<file path="config.mk">
export PLATFORM = sky130hd
export DESIGN_NAME = pipelined_cla_adder
export DESIGN_NICKNAME = d
export VERILOG_FILES = /design/src/rtl/cla_pkg.sv /design/src/rtl/cla_group.sv /design/src/rtl/pipelined_cla_adder.sv
export SDC_FILE = /design/constraint.sdc
export NUM_CORES = 1
export LEC_CHECK = 0
export CAP_MARGIN = 0
export CORE_MARGIN = 2
export CORE_UTILIZATION = 35
export DETAILED_ROUTE_END_ITERATION = 7
export SLEW_MARGIN = 40
export SYNTH_ARGS = -nofsm -noshare
export SYNTH_HDL_FRONTEND = slang
export SYNTH_SLANG_ARGS = --single-unit
</file>
<file path="constraint.sdc">
create_clock -name clk -period 1.7 [get_ports clk]
set_input_delay 0.34 -clock clk [delete_from_list [all_inputs] [get_ports clk]]
set_output_delay 0.34 -clock clk [all_outputs]
set_load 0.01 [all_outputs]
</file>
<file path="src/rtl/cla_pkg.sv">
// ============================================================================
// Module   : cla_pkg
// Brief    : Shared defaults and the group propagate/generate pair type for
//            the pipelined carry-lookahead adder.
// Revision : 1.0
// ============================================================================
`default_nettype none

package cla_pkg;

   localparam int CLA_DEFAULT_WIDTH = 16;
   localparam int CLA_DEFAULT_GROUP = 4;

   typedef struct packed {
      logic p;
      logic g;
   } cla_pg_t;

endpackage : cla_pkg

`default_nettype wire

</file>
<file path="src/rtl/cla_group.sv">
// ============================================================================
// Module   : cla_group
// Brief    : One GROUP-bit lookahead slice: group P/G from per-bit p/g, and the
//            slice sum bits from p, g and the slice carry-in.
// Revision : 1.0
// ============================================================================
`default_nettype none

module cla_group
   import cla_pkg::*;
#(
   parameter int GROUP = CLA_DEFAULT_GROUP
) (
   input  logic [GROUP-1:0] i_p,
   input  logic [GROUP-1:0] i_g,
   input  logic             i_cin,
   output cla_pg_t          o_pg,
   output logic [GROUP-1:0] o_sum
);

   logic [GROUP-1:0] w_c;
   logic             w_acc;
   logic             w_term;
   logic             w_gg;
   logic             w_gterm;

   // Each bit carry is a flat sum of products, so no carry ripples within the slice.
   always_comb begin
      w_c    = '0;
      w_acc  = 1'b0;
      w_term = 1'b0;
      for (int i = 0; i < GROUP; i++) begin
         w_acc = i_cin;
         for (int k = 0; k < i; k++) begin
            w_acc = w_acc & i_p[k];
         end
         for (int k = 0; k < i; k++) begin
            w_term = i_g[k];
            for (int m = k + 1; m < i; m++) begin
               w_term = w_term & i_p[m];
            end
            w_acc = w_acc | w_term;
         end
         w_c[i] = w_acc;
      end
   end

   always_comb begin
      w_gg    = 1'b0;
      w_gterm = 1'b0;
      for (int k = 0; k < GROUP; k++) begin
         w_gterm = i_g[k];
         for (int m = k + 1; m < GROUP; m++) begin
            w_gterm = w_gterm & i_p[m];
         end
         w_gg = w_gg | w_gterm;
      end
   end

   assign o_pg.p = &i_p;
   assign o_pg.g = w_gg;
   assign o_sum  = i_p ^ w_c;

endmodule : cla_group

`default_nettype wire

</file>
<file path="src/rtl/pipelined_cla_adder.sv">
// ============================================================================
// Module   : pipelined_cla_adder
// Brief    : Two-stage valid/ready carry-lookahead adder/subtractor.
//            Optional signed-overflow output enabled by macro CLA_OVF_EN.
// Revision : 1.0
// ============================================================================
`default_nettype none

module pipelined_cla_adder
   import cla_pkg::*;
#(
   parameter int WIDTH = CLA_DEFAULT_WIDTH,
   parameter int GROUP = CLA_DEFAULT_GROUP
) (
   input  logic             clk,
   input  logic             rst_n,
   input  logic             in_valid,
   output logic             in_ready,
   input  logic [WIDTH-1:0] a,
   input  logic [WIDTH-1:0] b,
   input  logic             cin,
   input  logic             sub,
   output logic             out_valid,
   input  logic             out_ready,
   output logic [WIDTH-1:0] s,
   output logic             cout
`ifdef CLA_OVF_EN
   ,
   output logic             ovf
`endif
);

   localparam int NGRP = WIDTH / GROUP;

   logic [WIDTH-1:0]          w_b_eff;
   logic [WIDTH-1:0]          w_p;
   logic [WIDTH-1:0]          w_g;
   logic                      w_cin_eff;
   cla_pg_t [NGRP-1:0]        w_s1_pg;
   logic [WIDTH-1:0]          w_s1_sum_unused;

   logic                      r_s1_valid;
   logic [WIDTH-1:0]          r_p;
   logic [WIDTH-1:0]          r_g;
   logic                      r_cin;
   cla_pg_t [NGRP-1:0]        r_pg;

   logic [NGRP:0]             w_gc;
   logic                      w_acc;
   logic                      w_term;
   logic [WIDTH-1:0]          w_sum;
   cla_pg_t [NGRP-1:0]        w_s2_pg_unused;

   logic                      w_s2_adv;
   logic                      w_s1_adv;

   logic                      r_out_valid;
   logic [WIDTH-1:0]          r_s;
   logic                      r_cout;

   assign w_s2_adv = !r_out_valid || out_ready;
   assign w_s1_adv = !r_s1_valid || w_s2_adv;
   assign in_ready = w_s1_adv;

   // Subtraction is A + ~B + 1; the external carry-in is overridden.
   assign w_b_eff   = sub ? ~b : b;
   assign w_cin_eff = sub | cin;
   assign w_p       = a ^ w_b_eff;
   assign w_g       = a & w_b_eff;

   for (genvar j = 0; j < NGRP; j++) begin : g_s1_grp
      cla_group #(
         .GROUP (GROUP)
      ) u_grp (
         .i_p   (w_p[j*GROUP +: GROUP]),
         .i_g   (w_g[j*GROUP +: GROUP]),
         .i_cin (1'b0),
         .o_pg  (w_s1_pg[j]),
         .o_sum (w_s1_sum_unused[j*GROUP +: GROUP])
      );
   end

   always_ff @(posedge clk or negedge rst_n) begin
      if (!rst_n) begin
         r_s1_valid <= 1'b0;
         r_p        <= '0;
         r_g        <= '0;
         r_cin      <= 1'b0;
         r_pg       <= '0;
      end else if (w_s1_adv) begin
         r_s1_valid <= in_valid;
         if (in_valid) begin
            r_p   <= w_p;
            r_g   <= w_g;
            r_cin <= w_cin_eff;
            r_pg  <= w_s1_pg;
         end
      end
   end

   // Group carries as flat sums of products over the registered group P/G.
   always_comb begin
      w_gc   = '0;
      w_acc  = 1'b0;
      w_term = 1'b0;
      for (int j = 0; j <= NGRP; j++) begin
         w_acc = r_cin;
         for (int k = 0; k < j; k++) begin
            w_acc = w_acc & r_pg[k].p;
         end
         for (int k = 0; k < j; k++) begin
            w_term = r_pg[k].g;
            for (int m = k + 1; m < j; m++) begin
               w_term = w_term & r_pg[m].p;
            end
            w_acc = w_acc | w_term;
         end
         w_gc[j] = w_acc;
      end
   end

   for (genvar j = 0; j < NGRP; j++) begin : g_s2_grp
      cla_group #(
         .GROUP (GROUP)
      ) u_grp (
         .i_p   (r_p[j*GROUP +: GROUP]),
         .i_g   (r_g[j*GROUP +: GROUP]),
         .i_cin (w_gc[j]),
         .o_pg  (w_s2_pg_unused[j]),
         .o_sum (w_sum[j*GROUP +: GROUP])
      );
   end

   always_ff @(posedge clk or negedge rst_n) begin
      if (!rst_n) begin
         r_out_valid <= 1'b0;
         r_s         <= '0;
         r_cout      <= 1'b0;
      end else if (w_s2_adv) begin
         r_out_valid <= r_s1_valid;
         if (r_s1_valid) begin
            r_s    <= w_sum;
            r_cout <= w_gc[NGRP];
         end
      end
   end

   assign out_valid = r_out_valid;
   assign s         = r_s;
   assign cout      = r_cout;

`ifdef CLA_OVF_EN
   logic w_msb_carry;
   logic r_ovf;

   // Carry into the MSB recovered from its sum bit: s = p ^ c.
   assign w_msb_carry = w_sum[WIDTH-1] ^ r_p[WIDTH-1];

   always_ff @(posedge clk or negedge rst_n) begin
      if (!rst_n) begin
         r_ovf <= 1'b0;
      end else if (w_s2_adv && r_s1_valid) begin
         r_ovf <= w_msb_carry ^ w_gc[NGRP];
      end
   end

   assign ovf = r_ovf;
`endif

endmodule : pipelined_cla_adder

`default_nettype wire

</file>
==> results of run 1 <==
## worst min-delay path by stage
| stage | end | slack (ns) | cells past startpoint |
|---|---|---|---|
| final | s[13] | 0.36 | 2 |
| after global routing | s[13] | 0.37 | 2 |
| after CTS | s[13] | 0.35 | 2 |
| after detailed placement | s[13] | 0.15 | 1 |
| after global placement | s[13] | 0.15 | 1 |
| after floorplan | cout | 0.04 | 0 |
## area by class of cell
cell class / count / area (um^2)
Timing Repair Buffer: 93 / 933
Tap cell: 105 / 131
Clock buffer: 6 / 72.6
Clock inverter: 2 / 35.0
Inverter: 1 / 3.75
Sequential cell: 56 / 1400
Fill cell: 752 / 4140
Multi-Input combinational cell: 174 / 1500
## synth_stat cells, types with 2 or more instances
master	n	area (um^2)
nand4_1	4	25.0
mux2_2	5	56.3
nand2_1	27	101
o21a_1	4	30.0
a211oi_1	3	22.5
buf_2	3	15.0
a21oi_1	10	50.1
buf_12	2	40.0
a21o_1	8	60.1
xor2_1	24	210
o31ai_1	4	30.0
mux2_4	27	405
buf_4	2	15.0
o21ai_0	16	80.1
ha_1	20	250
dfrtp_1	56	1400
nor2_1	10	37.5
nor3_1	4	20.0
buf_6	2	22.5
## cells by family after synthesis
group | Yosys count | share of synthesized area
multiplexers | 32 | 0.156
adder cells (fa/ha/maj) | 20 | 0.0845
buffers and inverters | 10 | 0.0325
flip-flops | 56 | 0.473
AO/OA/AOI/OAI | 47 | 0.0972
AND/OR/NAND/NOR | 51 | 0.0854
XOR/XNOR | 24 | 0.0710
## timing repair
item | CTS | global route
cloned | 1 | 0
buffers inserted | 2 | 1
hold buffers | 1 | 0
hold endpoints to repair | 2 | 0
pin swaps | 3 | 6
setup endpoints to repair | 9 | 8
gates resized for setup | 7 | 4
## power by group
part	switching, mW	internal, mW	leakage [nW]	total, mW
Clock	0.420	0.438	0.0552	0.858
Sequential	0.238	1.68	0.682	1.91
Combinational	0.643	1.05	1.19	1.70
## metal layers
metal,global-route usage,up-vias,part of all wire
met5,0,-,0
met4,0.0429,0,0.013
met2,0.241,25,0.50
met3,0.0251,5,0.024
met1,0.200,983,0.46
li1,-,1036,-
## registers in the layout (all words and copies together), names as in the netlist
signal      cells
cout            1
out_valid       1
r_cin           1
r_g            12
r_p            16
r_pg            7
r_s1_valid      1
s              16
w_term          1
## worst reg2reg max path, delay by kind of cell, from the launching register on
family,cells,cell delay [ns]
AOI/OAI and AO/OA,6,0.99
xor gates and xnor gates,1,0.17
adders and majority gates,1,0.18
DFF,1,0.40
## stage by stage
stage	worst slack, ns	hold WS [ns]
4_1_cts	-0.152	0.350
6_report	-0.137	0.359
3_3_place_gp	-0.406	0.149
3_5_place_dp	-0.483	0.150
2_1_floorplan	-0.00100	0.0444
5_1_grt	-0.245	0.370
==> results.tsv, run 1 <==
metric	value	unit
reg2reg end	s[15]	
Pwr Density	1100	mW/mm^2
die footprint	0.00921	mm^2
initial antenna violation count	0	
CTS tree	yes	
Reg2Reg Setup Slack	-0.14	ns
Setup violations, final	5	
final core utilization	0.496	
CTS Root Cell	clkbuf_8	
# diodes	0	
Final Net Count	389	
fin crit period	1.84	ns
final hold viol count	0	
DRC Markers	0	
Top Family by Delay on Critical Path	compound AO/OA/AOI/OAI gates	
synth-to-layout area growth	37.7	%
htree depth	2	
Mapped Area	0.00296	mm^2
largest net degree at the start of global routing	55	
ys async rst share	1.00	
sequential fraction of the synthesis area	0.473	
run status	finished with violations	
DR pass1 iterations	3	
setup ws final	-0.137	ns
Lkg Pwr	1.93	nW
crit path capture type	flop	
Synth Instances	240	
core area	0.00822	mm^2
clock sinks	56	
CP dominant cell by count	a21o_1	
routed wire length	6110	um
CP Cell Sequence	a21o_1, a21o_1, a21o_1, ha_2, o21a_4, a21oi_2, xor2_1, o21ai_1	
Main synth FF type	dfrtp_1	
post-synth net total	298	
Final Power	4.47	mW
Max Clock Skew	0.00536	ns
Required @ worst endpoint	1.90	ns
fin. max-slew vios	0	
Max-Slew Margin vs Limit	0.788	
Starting Density	0.360	
Final ANT Viol Nets	0	
CTS clk-pin slew, worst paths	0.10	ns
CP Depth	8	
flop and latch count out of synthesis	56	
port bufs	56	
kind of critical path	reg2reg	
Final TNS setup	-0.491	ns
worst-path fanout max	3	
Crit path arrival time	2.04	ns
TritonCTS buffer count	5	
Via Count	2049	
synthesized area per cell	12.3	um^2
Ports	57	
final instance area	0.00408	mm^2
Worst-Skew Late Latency	0.31	ns
Post-DP Area	0.00388	mm^2
all-layer global routing usage	0.147	
Vias/cell	4.69	
maximum root-to-sink buffer count	2	
failing checks	negative setup slack	
Post-synth EDFFs	0	
Reg2Reg Depth	8	
most common cell after layout, fill and taps aside	dfrtp_1	
RSZ-0062 raised after global routing	true	
WL/cell	14.0	um
fin crit share	1.08	
first-pass GRT wire length	10300	um
Congestion Overflow GR	0	
FF-to-FF Start	r_cin	
DP Cell Count	424	
DRT iter0 DRCs	38	
crit start category	flop	
Cell Count, Final, Fillers Out	437	
YS warnings	0	
max cap viols	0	
Slowest-stage cell, CP	dfrtp_1	
HP Class	in2async	
Placer Congestion	0.817	
FP Rows	33	
vias in the first global route	2153	
die width	96.0	um
Yosys cell types	28	
Worst Tran Pin Value	0.318	ns
dpl hpwl	4390	um
Setup crit end	s[15]	
CP peak stage delay	0.40	ns
worst ir drop on vdd	0.416	mV
Die Ht	96.0	um
worst setup path start	r_cin	
share of layout cells above drive strength 1	0.265	
fmax	544	MHz
CP bufs+invs	0	
most frequent cells in the layout	dfrtp_1 (55), clkdlybuf4s50_1 (53), buf_4 (29), nand2_1 (27), mux2_4 (27)	
No activity file was read; power rests on OpenSTA's default activity.
==> run 2, diff against run 1 <==
CORE_UTILIZATION = 40   (was 35)
PLACE_DENSITY = 0.67   (was default)
==> run 2 against run 1 <==
Compared with the run above: the run still ends with negative setup slack left; critical path type unchanged; sequential share of layout area is essentially flat; highest routed layer unchanged; register-to-register slack gained 0.04 ns; largest power group unchanged; critical path depth is the same; design area shrank 0.15%; sequential power is essentially flat; largest cell class unchanged.
==> results.tsv, run 2 (synthesized netlist as in run 1, its figures left out) <==
metric	value	unit	change
final hold viol count	0		unchanged
CP bufs+invs	0		unchanged
final instance area	0.00407	mm^2	-0.15%
Reg2Reg Setup Slack	-0.09	ns	+0.04 ns
most frequent cells in the layout	dfrtp_1 (56), clkdlybuf4s50_1 (53), nand2_1 (27), mux2_4 (27), buf_4 (26)		
fin. max-slew vios	0		unchanged
Die Ht	90.0	um	-6.2%
HP Class	reg2reg		
Max Clock Skew	0.0123	ns	+0.00695 ns
Crit path arrival time	1.99	ns	-0.05 ns
DRC Markers	0		unchanged
core area	0.00721	mm^2	-12%
Sw Ratio	0.295		+0.00350
CP peak stage delay	0.39	ns	about the same
TritonCTS buffer count	5		unchanged
pre-CTS WS	-0.462	ns	+0.0201 ns
all-layer global routing usage	0.153		+0.00618
die footprint	0.00811	mm^2	-12%
Placer Congestion	0.793		-2.9%
Post-DP Area	0.00387	mm^2	about the same
htree depth	2		unchanged
initial antenna violation count	0		unchanged
Lkg Pwr	1.91	nW	-0.59%
CTS clk-pin slew, worst paths	0.11	ns	about the same
Starting Density	0.410		+0.0501
share of layout cells above drive strength 1	0.262		-0.00301
Final Net Count	389		unchanged
worst hold endpoint	s[11]		
Top Family by Delay on Critical Path	compound AO/OA/AOI/OAI gates		
die width	90.0	um	-6.2%
worst ir drop on vdd	0.540	mV	+30%
maximum root-to-sink buffer count	2		unchanged
hold path cells	2		
synth-to-layout area growth	37.5	%	
CTS Root Cell	clkbuf_8		
Congestion Overflow GR	0		unchanged
Via Count	2046		-0.15%
Ports	57		unchanged
fin crit share	1.05		-0.0263
fin crit period	1.79	ns	-0.0447 ns
run status	finished with violations		
Worst Tran Pin Value	0.481	ns	+0.164 ns
DR pass1 iterations	4		+1
FF-to-FF Start	r_cin		
logic gate share of total power	0.380		about the same
WL/cell	14.0	um	+0.15%
Required @ worst endpoint	1.89	ns	about the same
Setup violations, final	7		+2
Max-Slew Margin vs Limit	0.679		-0.109
setup ws final	-0.0925	ns	+0.0447 ns
most common cell after layout, fill and taps aside	dfrtp_1		
Slowest-stage cell, CP	dfrtp_1		
failing checks	negative setup slack		
Vias/cell	4.75		+1.2%
Reg2Reg Depth	8		unchanged
Final ANT Viol Nets	0		unchanged
clock sinks	56		unchanged
CTS tree	yes		
reg2reg end	s[15]		
Worst-Skew Late Latency	0.31	ns	about the same
DRT iter0 DRCs	82		+120%
first-pass GRT wire length	10100	um	-1.8%
max cap viols	0		unchanged
vias in the first global route	2191		+1.8%
CP Cell Sequence	a21o_1, a21o_1, a21o_1, ha_2, o21a_1, a21oi_2, xor2_1, o21ai_1		
crit start category	flop		
routed wire length	6040	um	-1.2%
largest net degree at the start of global routing	25		-55%
worst-path fanout max	3		unchanged
Hold Startpoint	s[11]		
crit path capture type	flop		
Final TNS setup	-0.467	ns	+0.0243 ns
fmax	558	MHz	+2.5%
clock share of power	0.192		about the same
dpl hpwl	4530	um	+3.3%
kind of critical path	reg2reg		
# diodes	0		unchanged
Filler cells	649		-14%
RSZ-0062 raised after global routing	true		
Seq pwr share	0.428		about the same
CP dominant cell by count	a21o_1		
internal power	3.18	mW	+0.37%
Sw Pwr	1.33	mW	+2.1%
FP Rows	31		-6.1%
Pwr Density	1110	mW/mm^2	+1.0%
port bufs	56		unchanged
## run 2: area by class of cell
type / count / area (um^2) / area share
Multi-Input combinational cell: 174 / 1500 / 0.368
Timing Repair Buffer: 93 / 932 / 0.229
Inverter: 1 / 3.75 / 0.000922
Clock inverter: 3 / 42.5 / 0.0105
Tap cell: 99 / 124 / 0.0304
Clock buffer: 5 / 68.8 / 0.0169
Sequential cell: 56 / 1400 / 0.344
## run 2: worst max-delay path by stage
stage / startpoint / depth (start not counted) / slack [ns] / endpoint
after floorplan: r_cin / 8 / -0.001 / s[14]
after global placement: sub / 8 / -0.40 / w_term
after detailed placement: sub / 8 / -0.46 / r_pg[4]
after CTS: r_cin / 8 / -0.11 / s[15]
after global routing: r_cin / 8 / -0.18 / s[14]
final: r_cin / 8 / -0.09 / s[15]
## run 2: power by group through the flow
stage	Combinational [mW]	Clock (mW)	Sequential (mW)
floorplan	0.815	0	1.97
global placement	1.60	0	1.93
detailed placement	1.63	0	1.94
CTS	1.68	0.891	1.92
global route	1.87	0.935	1.98
finish	1.71	0.866	1.93
## run 2: metal layers
metal / track usage / vias to the layer above / wire, um
met4: 0.0462 / 0 / 72
li1: - / 1022 / -
met3: 0.0310 / 6 / 214
met2: 0.248 / 41 / 2980
met5: 0 / - / 0
met1: 0.209 / 977 / 2770
## run 2: through the flow
stage / hold WS, ns / total power [mW] / utilization / std cells
finish: 0.486 / 4.51 / 0.564 / 431
global route: 0.525 / 4.78 / 0.564 / 431
CTS: 0.491 / 4.49 / 0.558 / 429
detailed placement: 0.318 / 3.58 / 0.537 / 417
global placement: 0.314 / 3.54 / 0.537 / 417
floorplan: 0.0444 / 2.79 / - / 240
## run 2: what timing repair did
action | CTS | global route
hold buffers | 1 | 0
pin swaps | 2 | 9
resized for setup | 7 | 7
buffers inserted | 3 | 3
endpoints found under the hold margin | 16 | 0
setup endpoints to repair | 11 | 8
## run 2: worst register-to-register path, cell delays in order (launching register included)
cell and delay [ns]:
dfrtp_1 0.39, a21o_1 0.21, a21o_1 0.19, a21o_1 0.17
ha_2 0.18, o21a_1 0.20, a21oi_2 0.14, xor2_1 0.16
o21ai_1 0.07
==> run 3, diff against run 2 <==
CAP_MARGIN = default   (was 0)
HOLD_SLACK_MARGIN = 0.1   (was default)
SKIP_LAST_GASP = 1   (was default)
==> run 3 against run 2 <==
Compared with the run above: the run still ends with negative setup slack left; wire length fell by 2.8%; utilization decreased by 0.052 points; sequential share of layout area barely moved; critical endpoint is now s[11].
==> results.tsv, run 3 (synthesized netlist as in run 1, its figures left out) <==
metric	value	unit	change
run status	finished with violations		
failing checks	negative setup slack		
DP Cell Count	417		unchanged
FP Rows	31		unchanged
crit start category	flop		
core area	0.00721	mm^2	unchanged
Top Family by Delay on Critical Path	compound AO/OA/AOI/OAI gates		
all-layer global routing usage	0.153		-0.000180
dpl hpwl	4530	um	unchanged
# diodes	0		unchanged
Setup violations, final	7		unchanged
Final ANT Viol Nets	0		unchanged
Lkg Pwr	1.91	nW	about the same
setup ws final	-0.0945	ns	-0.00195 ns
synth-to-layout area growth	37.4	%	about the same
Vias/cell	4.75		about the same
reg2reg end	s[11]		
share of layout cells above drive strength 1	0.262		unchanged
fin crit period	1.79	ns	+0.00195 ns
hold path cells	2		unchanged
die width	90.0	um	unchanged
CTS clk-pin slew, worst paths	0.10	ns	about the same
worst ir drop on vdd	0.602	mV	+12%
CP dominant cell by count	a21o_1		
Final TNS setup	-0.546	ns	-0.0789 ns
Filler cells	653		+0.62%
final hold viol count	0		unchanged
worst-path fanout max	3		unchanged
Starting Density	0.410		unchanged
port bufs	56		unchanged
Max-Slew Margin vs Limit	0.684		+0.00498
CP bufs+invs	1		+1
RSZ-0062 raised after global routing	true		
DRT iter0 DRCs	146		+78%
worst hold endpoint	s[11]		
final instance area	0.00407	mm^2	about the same
die footprint	0.00811	mm^2	unchanged
Max Clock Skew	0.0103	ns	-0.00198 ns
DR pass1 iterations	4		unchanged
crit path capture type	flop		
Congestion Overflow GR	0		unchanged
FF/Latch Area	0.00140	mm^2	unchanged
Final Net Count	389		unchanged
Seq pwr share	0.429		about the same
logic gate share of total power	0.378		-0.002
most frequent cells in the layout	dfrtp_1 (56), clkdlybuf4s50_1 (53), nand2_1 (27), mux2_4 (27), buf_4 (27)		
maximum root-to-sink buffer count	2		unchanged
fin. max-slew vios	0		unchanged
TritonCTS buffer count	5		unchanged
multi-input combinational cell area	0.00150	mm^2	unchanged
DRC Markers	0		unchanged
Worst-Skew Late Latency	0.31	ns	about the same
CP Cell Sequence	a21o_1, a21o_1, buf_4, ha_2, o21a_1, a21oi_2, xor2_1, o21ai_0		
Slowest-stage cell, CP	dfrtp_1		
fin crit share	1.06		+0.00115
vias in the first global route	2195		+0.18%
kind of critical path	reg2reg		
Required @ worst endpoint	1.90	ns	about the same
most common cell after layout, fill and taps aside	dfrtp_1		
Reg2Reg Depth	8		unchanged
Sw Ratio	0.293		-0.00209
internal power	3.17	mW	-0.20%
Hold Startpoint	s[11]		
Crit path arrival time	2.00	ns	about the same
Die Ht	90.0	um	unchanged
Cell Count, Final, Fillers Out	431		unchanged
CTS tree	yes		
Placer Congestion	0.793		unchanged
CTS Root Cell	clkbuf_8		
initial antenna violation count	0		unchanged
Pwr Density	1100	mW/mm^2	-0.41%
clock sinks	56		unchanged
first-pass GRT wire length	10100	um	-0.14%
clock share of power	0.193		about the same
Reg2Reg Setup Slack	-0.09	ns	about the same
WL/cell	13.6	um	-2.8%
largest net degree at the start of global routing	25		unchanged
Sw Pwr	1.31	mW	-1.2%
routed wire length	5870	um	-2.8%
Final Power	4.48	mW	-0.50%
final core utilization	0.564		about the same
Ports	57		unchanged
Worst Tran Pin Value	0.474	ns	-0.00747 ns
htree depth	2		unchanged
Post-DP Area	0.00387	mm^2	unchanged
FF-to-FF Start	r_cin		
Via Count	2047		+0.049%
HP Class	reg2reg		
max cap viols	0		unchanged
CP peak stage delay	0.39	ns	about the same
fmax	557	MHz	-0.11%
-- run 3: worst register-to-register path, stage by stage, from the launching register on --
cell     delay (ns)
dfrtp_1        0.39
a21o_1         0.20
a21o_1         0.20
buf_4          0.15
ha_2           0.18
o21a_1         0.23
a21oi_2        0.14
xor2_1         0.14
o21ai_0        0.08
-- run 3: layout make-up --
type | instances | area share
clock buffers | 5 | 0.0169
inverters | 1 | 0.000923
repair buffers | 93 | 0.228
well taps | 99 | 0.0305
flip-flops and latches | 56 | 0.345
multi-input cells | 174 | 0.368
clock inverters | 3 | 0.0105
-- run 3: repair_timing --
item	4_1_cts	5_1_grt
setup endpoints to repair	11	8
resized for setup	6	7
pin swaps	2	9
setup buffers	3	2
hold buffers	1	0
hold endpoints to repair	16	0
-- run 3: worst max path at each step --
stage | startpoint | cells past startpoint | end | slack, ns
3_5_place_dp | sub | 8 | r_pg[4] | -0.46
6_report | r_cin | 8 | s[11] | -0.09
2_1_floorplan | r_cin | 8 | s[14] | -0.001
3_3_place_gp | sub | 8 | w_term | -0.40
5_1_grt | r_cin | 8 | s[14] | -0.18
4_1_cts | r_cin | 8 | s[15] | -0.11
-- run 3: power by group through the flow --
| stage | Combinational, mW | Clock [mW] | Sequential [mW] |
|---|---|---|---|
| 5_1_grt | 1.86 | 0.938 | 1.97 |
| 6_report | 1.70 | 0.866 | 1.92 |
| 3_3_place_gp | 1.60 | 0 | 1.93 |
| 4_1_cts | 1.67 | 0.891 | 1.92 |
| 3_5_place_dp | 1.63 | 0 | 1.94 |
| 2_1_floorplan | 0.815 | 0 | 1.97 |
-- run 3: per-layer routing --
metal / track usage / vias to the layer above / part of all wire
met5: 0 / - / 0
met4: 0.0462 / 0 / 0.013
met3: 0.0310 / 8 / 0.036
met2: 0.247 / 39 / 0.47
met1: 0.209 / 975 / 0.48
li1: - / 1025 / -
-- run 3: per-stage QoR --
step	worst slack (ns)	hold WS (ns)
6_report	-0.0945	0.485
5_1_grt	-0.184	0.525
4_1_cts	-0.113	0.491
3_5_place_dp	-0.462	0.318
3_3_place_gp	-0.397	0.314
2_1_floorplan	-0.00100	0.0444
